File: config.mk
export PLATFORM = sky130hd
export DESIGN_NAME = alu_op_sequencer
export DESIGN_NICKNAME = d
export VERILOG_FILES = /design/src/rtl/alu_op_sequencer.sv
export SDC_FILE = /design/constraint.sdc
export NUM_CORES = 1
export LEC_CHECK = 0
export CORE_MARGIN = 2
export CORE_UTILIZATION = 30
export CTS_CLUSTER_SIZE = 28
export DETAILED_ROUTE_END_ITERATION = 8
export PLACE_DENSITY = 0.87
export SLEW_MARGIN = 20
export SYNTH_ARGS = -nofsm -noshare
export SYNTH_HDL_FRONTEND = slang
export SYNTH_SLANG_ARGS = --single-unit
export TNS_END_PERCENT = 50
File: constraint.sdc
create_clock -name clock -period 3.23 [get_ports clock]
set_input_delay 0.646 -clock clock [delete_from_list [all_inputs] [get_ports clock]]
set_output_delay 0.646 -clock clock [all_outputs]
set_load 0.01 [all_outputs]
File: src/rtl/alu_op_sequencer.sv
// Hardwired T0-T5 control unit for the bus datapath: fetches through MAR/MDR/IR
// and executes three-register ALU instructions, with a memory-ready wait state.
module alu_op_sequencer #(
    parameter int OPW  = 5,
    parameter int NREG = 16
) (
    input  logic            clock,
    input  logic            clear,
    input  logic            run,
    input  logic [31:0]     ir,
    input  logic            mem_ready,
    output logic            PCout,
    output logic            MARin,
    output logic            IncPC,
    output logic            PCin,
    output logic            read,
    output logic            MDRin,
    output logic            MDRout,
    output logic            IRin,
    output logic            Yin,
    output logic            Zlowin,
    output logic            ZLOout,
    output logic [NREG-1:0] Rin,
    output logic [NREG-1:0] Rout,
    output logic [OPW-1:0]  operation,
    output logic            busy,
    output logic            done,
    output logic            illegal
);

    typedef enum logic [3:0] {
        IDLE,
        T0,
        T1,
        T1W,
        T2,
        DEC,
        T3,
        T4,
        T5
    } state_e;

    localparam logic [NREG-1:0] ONE_HOT_LSB = {{(NREG-1){1'b0}}, 1'b1};

    state_e     state_q;
    state_e     state_d;
    logic [4:0] opcode;
    logic [3:0] ra;
    logic [3:0] rb;
    logic [3:0] rc;
    logic       legal_op;
    logic       unused_ir_bits;

    assign opcode         = ir[31:27];
    assign ra             = ir[26:23];
    assign rb             = ir[22:19];
    assign rc             = ir[18:15];
    assign unused_ir_bits = ^ir[14:0];

    // Supported ALU group: add, sub, and, or, shr, shra, shl, ror, rol.
    assign legal_op = (opcode >= 5'd3) && (opcode <= 5'd11);

    // NOTE: non-blocking assignment so the state flop samples pre-edge values only.
    always_ff @(posedge clock) begin
        if (clear) begin
            state_q <= IDLE;
        end else begin
            state_q <= state_d;
        end
    end

    // NOTE: every output and state_d takes a default first, so no path can infer a latch.
    always_comb begin
        state_d   = state_q;
        PCout     = 1'b0;
        MARin     = 1'b0;
        IncPC     = 1'b0;
        PCin      = 1'b0;
        read      = 1'b0;
        MDRin     = 1'b0;
        MDRout    = 1'b0;
        IRin      = 1'b0;
        Yin       = 1'b0;
        Zlowin    = 1'b0;
        ZLOout    = 1'b0;
        Rin       = '0;
        Rout      = '0;
        operation = '0;
        done      = 1'b0;
        illegal   = 1'b0;
        busy      = (state_q != IDLE);

        unique case (state_q)
            IDLE: begin
                if (run) begin
                    state_d = T0;
                end
            end
            T0: begin
                PCout   = 1'b1;
                MARin   = 1'b1;
                IncPC   = 1'b1;
                Zlowin  = 1'b1;
                state_d = T1;
            end
            T1: begin
                ZLOout  = 1'b1;
                PCin    = 1'b1;
                read    = 1'b1;
                MDRin   = 1'b1;
                state_d = mem_ready ? T2 : T1W;
            end
            // PC was already written in T1; the wait state only keeps the read open.
            T1W: begin
                read  = 1'b1;
                MDRin = 1'b1;
                if (mem_ready) begin
                    state_d = T2;
                end
            end
            T2: begin
                MDRout  = 1'b1;
                IRin    = 1'b1;
                state_d = DEC;
            end
            DEC: begin
                if (legal_op) begin
                    state_d = T3;
                end else begin
                    illegal = 1'b1;
                    state_d = IDLE;
                end
            end
            T3: begin
                Rout    = ONE_HOT_LSB << rb;
                Yin     = 1'b1;
                state_d = T4;
            end
            T4: begin
                Rout      = ONE_HOT_LSB << rc;
                Zlowin    = 1'b1;
                operation = OPW'(opcode);
                state_d   = T5;
            end
            T5: begin
                ZLOout  = 1'b1;
                Rin     = ONE_HOT_LSB << ra;
                done    = 1'b1;
                state_d = run ? T0 : IDLE;
            end
            default: begin
                state_d = IDLE;
            end
        endcase
    end

endmodule
==> results.ini, run 1 <==
[outcome]
status = finished clean

[clocking]
worstSkewPairLatency_ps = 240
path_clk_slew_ps = 40
hold_buffers = 0
cts_setup_buffers = 0
cts_tree = done
cts-root-buf = clkbuf_4
cts_resized = 0
cts_buffer_depth = 2
cts_made_buffers = 3
cts_sinks = 4
htreeDepth = 1

[layout]
layout-drive-gt1-share_pct = 3.19
insertedDiodeCount = 0
num-fill-cells = 221
syn_to_final_growth_pct = 93.3
largest_reg_flops = 4
largestRegisters = state_q (4)
fin_nets = 226
largest_register = state_q

[critical_path]
startpoint_type = input pin
cp.required_ps = 2580
crit_type = in -> out
crit_fanout = 4
cp-end-kind = output port
cp_data_arrival_time_ps = 2360

[die]
die_y_um = 54.6
dieArea_sq_um = 2980
design.core.area_sq_um = 2450
die_x_um = 54.6
num_io_pins = 87
rows = 18
start_util_pct = 31.3

[synth]
synth-seq-cells = 4
yosysUniqueCellTypes = 36
ys_async_sr_fraction_pct = 0
synth.avg_cell_area_sq_um = 6.20
synth_warnings = 0
yosysSeqAreaShare_pct = 10.4
syn_area_sq_um = 768
synthesis.nets = 160
synth_edf_count = 0
synth_ff_type = dfxtp_1
syn_inst = 124

[detailed_routing]
drt_iter0_markers = 36
drt_first_pass_iters = 4
drc = 0
drt_wl_total_um = 2800
avgViaCountPerCell = 5.22
drtAntennaViolNets = 0
wire_per_inst_um = 12.8
vias = 1139

[timing]
setup-violations-final = 0
worstMarginPinSlew_ps = 524
fin_tns_setup_ps = 0
finClkSkew_ps = 4.75
hold-worst-slack_ps = 744
drv_slew = 0
fmax_ghz = 0.333
rsz0062_at_grt = no
fin_crit_sh_pct = 93.0
layout_min_cycle_time_ps = 3000
slew_headroom_pct = 65.0
finalHoldViolations = 0

[placement]
dp_hpwl_um = 2300
gp_congestion = 0.700
port-buffer-count = 71

[global_routing]
grt_pass1_wl_um = 3790
overflow = 0
grt_start_max_net_pins = 34
antenna_found_initial = 0
grt_pass1_vias = 879
grt_usage_pct = 17.0

[power]
vdd_drop_max_mv = 0.146
cellPowerDensity_nw_per_um2 = 195
leakagePower_uw = 0.000517

[hold_path]
hp-class = reg -> reg

[job]
drv_cap = 0

final timing paths:
kind	startpoint	end	slack (ps)	cells after the start
worst min register to register	state_q[0]	state_q[3]	740	3
worst max-delay path	ir[20]	Rout[2]	230	5
worst min-delay path	state_q[0]	state_q[3]	740	3
worst max register to register	state_q[0]	state_q[2]	1600	4
worst max-delay path, stage by stage:
cell	delay [ps]
clkdlybuf4s50_1	540
inv_1	60
o32a_1	380
nor3_1	160
clkdlybuf4s50_1	580
logic make-up (layout without fill, tap and decap cells):
kind of cell / Yosys count / in the layout / share of synthesized area [%]
xor gates and xnor gates: 2 / 2 / 2.28
DFF: 4 / 4 / 10.4
buffers and inverters: 14 / 78 / 9.45
AOI/OAI and AO/OA: 20 / 20 / 17.6
and+or+nand+nor: 84 / 84 / 60.3
through the flow:
stage	instance area [sq um]	worst slack [ps]	utilization (%)	power, uW	std cells
5_1_grt	1490	138	60.5	307	218
3_5_place_dp	1460	217	59.6	226	215
2_1_floorplan	768	1220	-	152	124
3_3_place_gp	1460	294	59.6	220	215
6_report	1490	228	60.5	289	218
4_1_cts	1490	216	60.5	291	218
final cells by class:
class | instances | area, sq um | share of cell area (%)
Inverter | 3 | 11.3 | 0.758
Timing Repair Buffer | 72 | 718 | 48.4
Tap cell | 30 | 37.5 | 2.53
Sequential cell | 4 | 80.1 | 5.39
Multi-Input combinational cell | 106 | 616 | 41.4
Clock buffer | 3 | 22.5 | 1.52
cell usage after synthesis, types with 2 or more instances:
library cell / number / share of area, %
nor2_1: 25 / 12
nor3_1: 16 / 10
nand2_1: 8 / 3.9
a21oi_1: 7 / 4.6
and3_1: 6 / 4.9
nor2b_1: 6 / 4.9
nand3b_1: 5 / 4.9
buf_2: 4 / 2.6
buf_4: 4 / 3.9
dfxtp_1: 4 / 10
and2_1: 3 / 2.4
clkbuf_1: 3 / 1.5
inv_1: 3 / 1.5
nor3b_1: 3 / 2.9
a32oi_1: 2 / 2.3
and3b_1: 2 / 2.3
nand2b_1: 2 / 1.6
nand3_1: 2 / 1.3
o21ai_0: 2 / 1.3
per-layer routing:
layer | wire (um) | global-route usage [%]
met1 | 1190 | 21.3
met2 | 1450 | 29.8
met3 | 163 | 0.546
met4 | 0 | 7.92
met5 | 0 | 0
power by group:
part | internal [uW] | switching (uW)
sequential | 54.0 | 12.6
combinational | 83.1 | 76.3
clock | 41.6 | 21.6
total | 179 | 110
placed cells by master (no fill, tap or decap), drive strengths merged, types with 4 or more instances in the layout:
master         Yosys  final
clkdlybuf4s50      0     71
nor2              25     25
nor3              17     17
nand2              8      8
a21oi              7      7
nor2b              6      6
and3               6      6
nand3b             5      5
dfxtp              4      4
Power figures use the tool's default switching activity.
==> run 2: changes to the inputs <==
- CORE_MARGIN: 2 -> 8
==> run 2 against run 1 <==
Against the previous run:
- via count is 2.2% lower
- sequential share of layout area unchanged
- first-iteration DRC count is 92% higher
- non-clock buffer count did not move
- combinational power hardly changed
- sequential cell count unchanged
- total power grew 0.10%
- wire length rose by 17%
- cell area unchanged
- count of clock-buffer cells in the layout unchanged
- critical path type unchanged
- sequential power fell by 0.6%
==> results.ini, run 2 (same netlist as run 1, synthesis figures left out) <==
[critical_path]
crit_type = in -> out
rr_worst_depth = 4
cp.required_ps = 2580
cp-end-kind = output port
ff2ff_setup_slack_ps = 1640
cp_data_arrival_time_ps = 2380
worstReg2RegEnd = state_q[2]
startpoint_type = input pin
crit_fanout = 4
timing.rr.start = state_q[0]

[layout]
num-fill-cells = 218
final_cell_mix = clkdlybuf4s50_1 (71), nor2_1 (25), nor3_1 (16)
largestRegisters = state_q (4)
fin_nets = 226
largest_register = state_q
largest_reg_flops = 4
layout-drive-gt1-share_pct = 3.19
syn_to_final_growth_pct = 93.3
insertedDiodeCount = 0
layout.cells.non_filler = 218
final_common_cell = clkdlybuf4s50_1

[placement]
dp_hpwl_um = 2720
dp.cells = 215
port-buffer-count = 71
gp_congestion = 0.799

[hold_path]
hold_depth = 3
hp-class = reg -> reg
hp-start = state_q[0]
holdPathEnd = state_q[3]

[detailed_routing]
drc = 0
drt_first_pass_iters = 4
drtAntennaViolNets = 0
wire_per_inst_um = 15.0
drt_iter0_markers = 69
avgViaCountPerCell = 5.11
drt_wl_total_um = 3270
vias = 1114

[die]
die_y_um = 66.6
rows = 18
num_io_pins = 87
dieArea_sq_um = 4440
design.core.area_sq_um = 2450
start_util_pct = 31.3
die_x_um = 66.6

[timing]
fin_tns_setup_ps = 0
finalHoldViolations = 0
drv_slew = 0
rsz0062_at_grt = no
layout_min_cycle_time_ps = 3030
finClkSkew_ps = 4.16
fin_crit_sh_pct = 93.7
worstMarginPinSlew_ps = 526
setup-violations-final = 0
slew_headroom_pct = 64.9
fmax_ghz = 0.330

[global_routing]
grt_usage_pct = 13.7
grt_start_max_net_pins = 34
grt_pass1_vias = 1027
antenna_found_initial = 0
overflow = 0
grt_pass1_wl_um = 4940

[clocking]
cts_setup_buffers = 0
cts_sinks = 4
cts_made_buffers = 3
path_clk_slew_ps = 40
hold_buffers = 0
htreeDepth = 1
worstSkewPairLatency_ps = 230
cts_buffer_depth = 2
cts_tree = done
cts_resized = 0
cts-root-buf = clkbuf_4

[job]
drv_cap = 0

[outcome]
status = finished clean

[power]
leakagePower_uw = 0.000517
cellPowerDensity_nw_per_um2 = 195
vdd_drop_max_mv = 0.123

==> run 2: cell counts in the layout (fill, tap and decap cells not counted) <==
Identical to the previous run, type by type.
==> run 2: cell type report <==
type                       count  area, sq um  area share [%]
tap                           30         37.5            2.53
multi-input combinational    106          616            41.4
inverter                       3         11.3           0.758
timing repair buffer          72          718            48.4
sequential                     4         80.1            5.39
clock buffer                   3         22.5            1.52
==> run 2: power by group <==
| group | internal (uW) | switching, uW | leakage [uW] |
|---|---|---|---|
| logic | 83.1 | 78.7 | 0.000470 |
| registers | 54.0 | 12.2 | 0.0000327 |
| clock network | 41.5 | 19.9 | 0.0000138 |
==> run 2: worst max-delay path by stage <==
| stage | from | slack [ps] | depth (start not counted) | end |
|---|---|---|---|---|
| 3_3_place_gp | ir[20] | 290 | 5 | Rout[7] |
| 5_1_grt | ir[20] | 130 | 5 | Rout[3] |
| 2_1_floorplan | state_q[2] | 1220 | 3 | Rin[0] |
| 3_5_place_dp | ir[20] | 210 | 5 | Rout[7] |
| 4_1_cts | ir[20] | 210 | 5 | Rout[7] |
| 6_report | ir[20] | 200 | 5 | Rout[7] |
==> run 2: worst max-delay path, stage by stage <==
cell and delay [ps]:
clkdlybuf4s50_1 530, inv_1 50, o32a_1 390, nor3_1 170, clkdlybuf4s50_1 590
==> run 2: metrics by stage <==
| stage | utilization [%] | hold slack, ps | area (sq um) | power (uW) | setup slack, ps |
|---|---|---|---|---|---|
| after floorplan | - | 622 | 768 | 152 | 1220 |
| after global placement | 59.6 | 699 | 1460 | 221 | 288 |
| after detailed placement | 59.6 | 714 | 1460 | 228 | 207 |
| after CTS | 60.5 | 722 | 1490 | 293 | 206 |
| after global routing | 60.5 | 760 | 1490 | 310 | 127 |
| final | 60.5 | 726 | 1490 | 289 | 202 |
==> run 2: routing by layer <==
metal / GRT usage [%] / routed length (um) / share of wire (%)
met5: 0 / 0 / 0
met4: 4.80 / 0 / 0
met3: 3.69 / 260 / 8.0
met2: 24.9 / 1660 / 51
met1: 14.7 / 1350 / 41
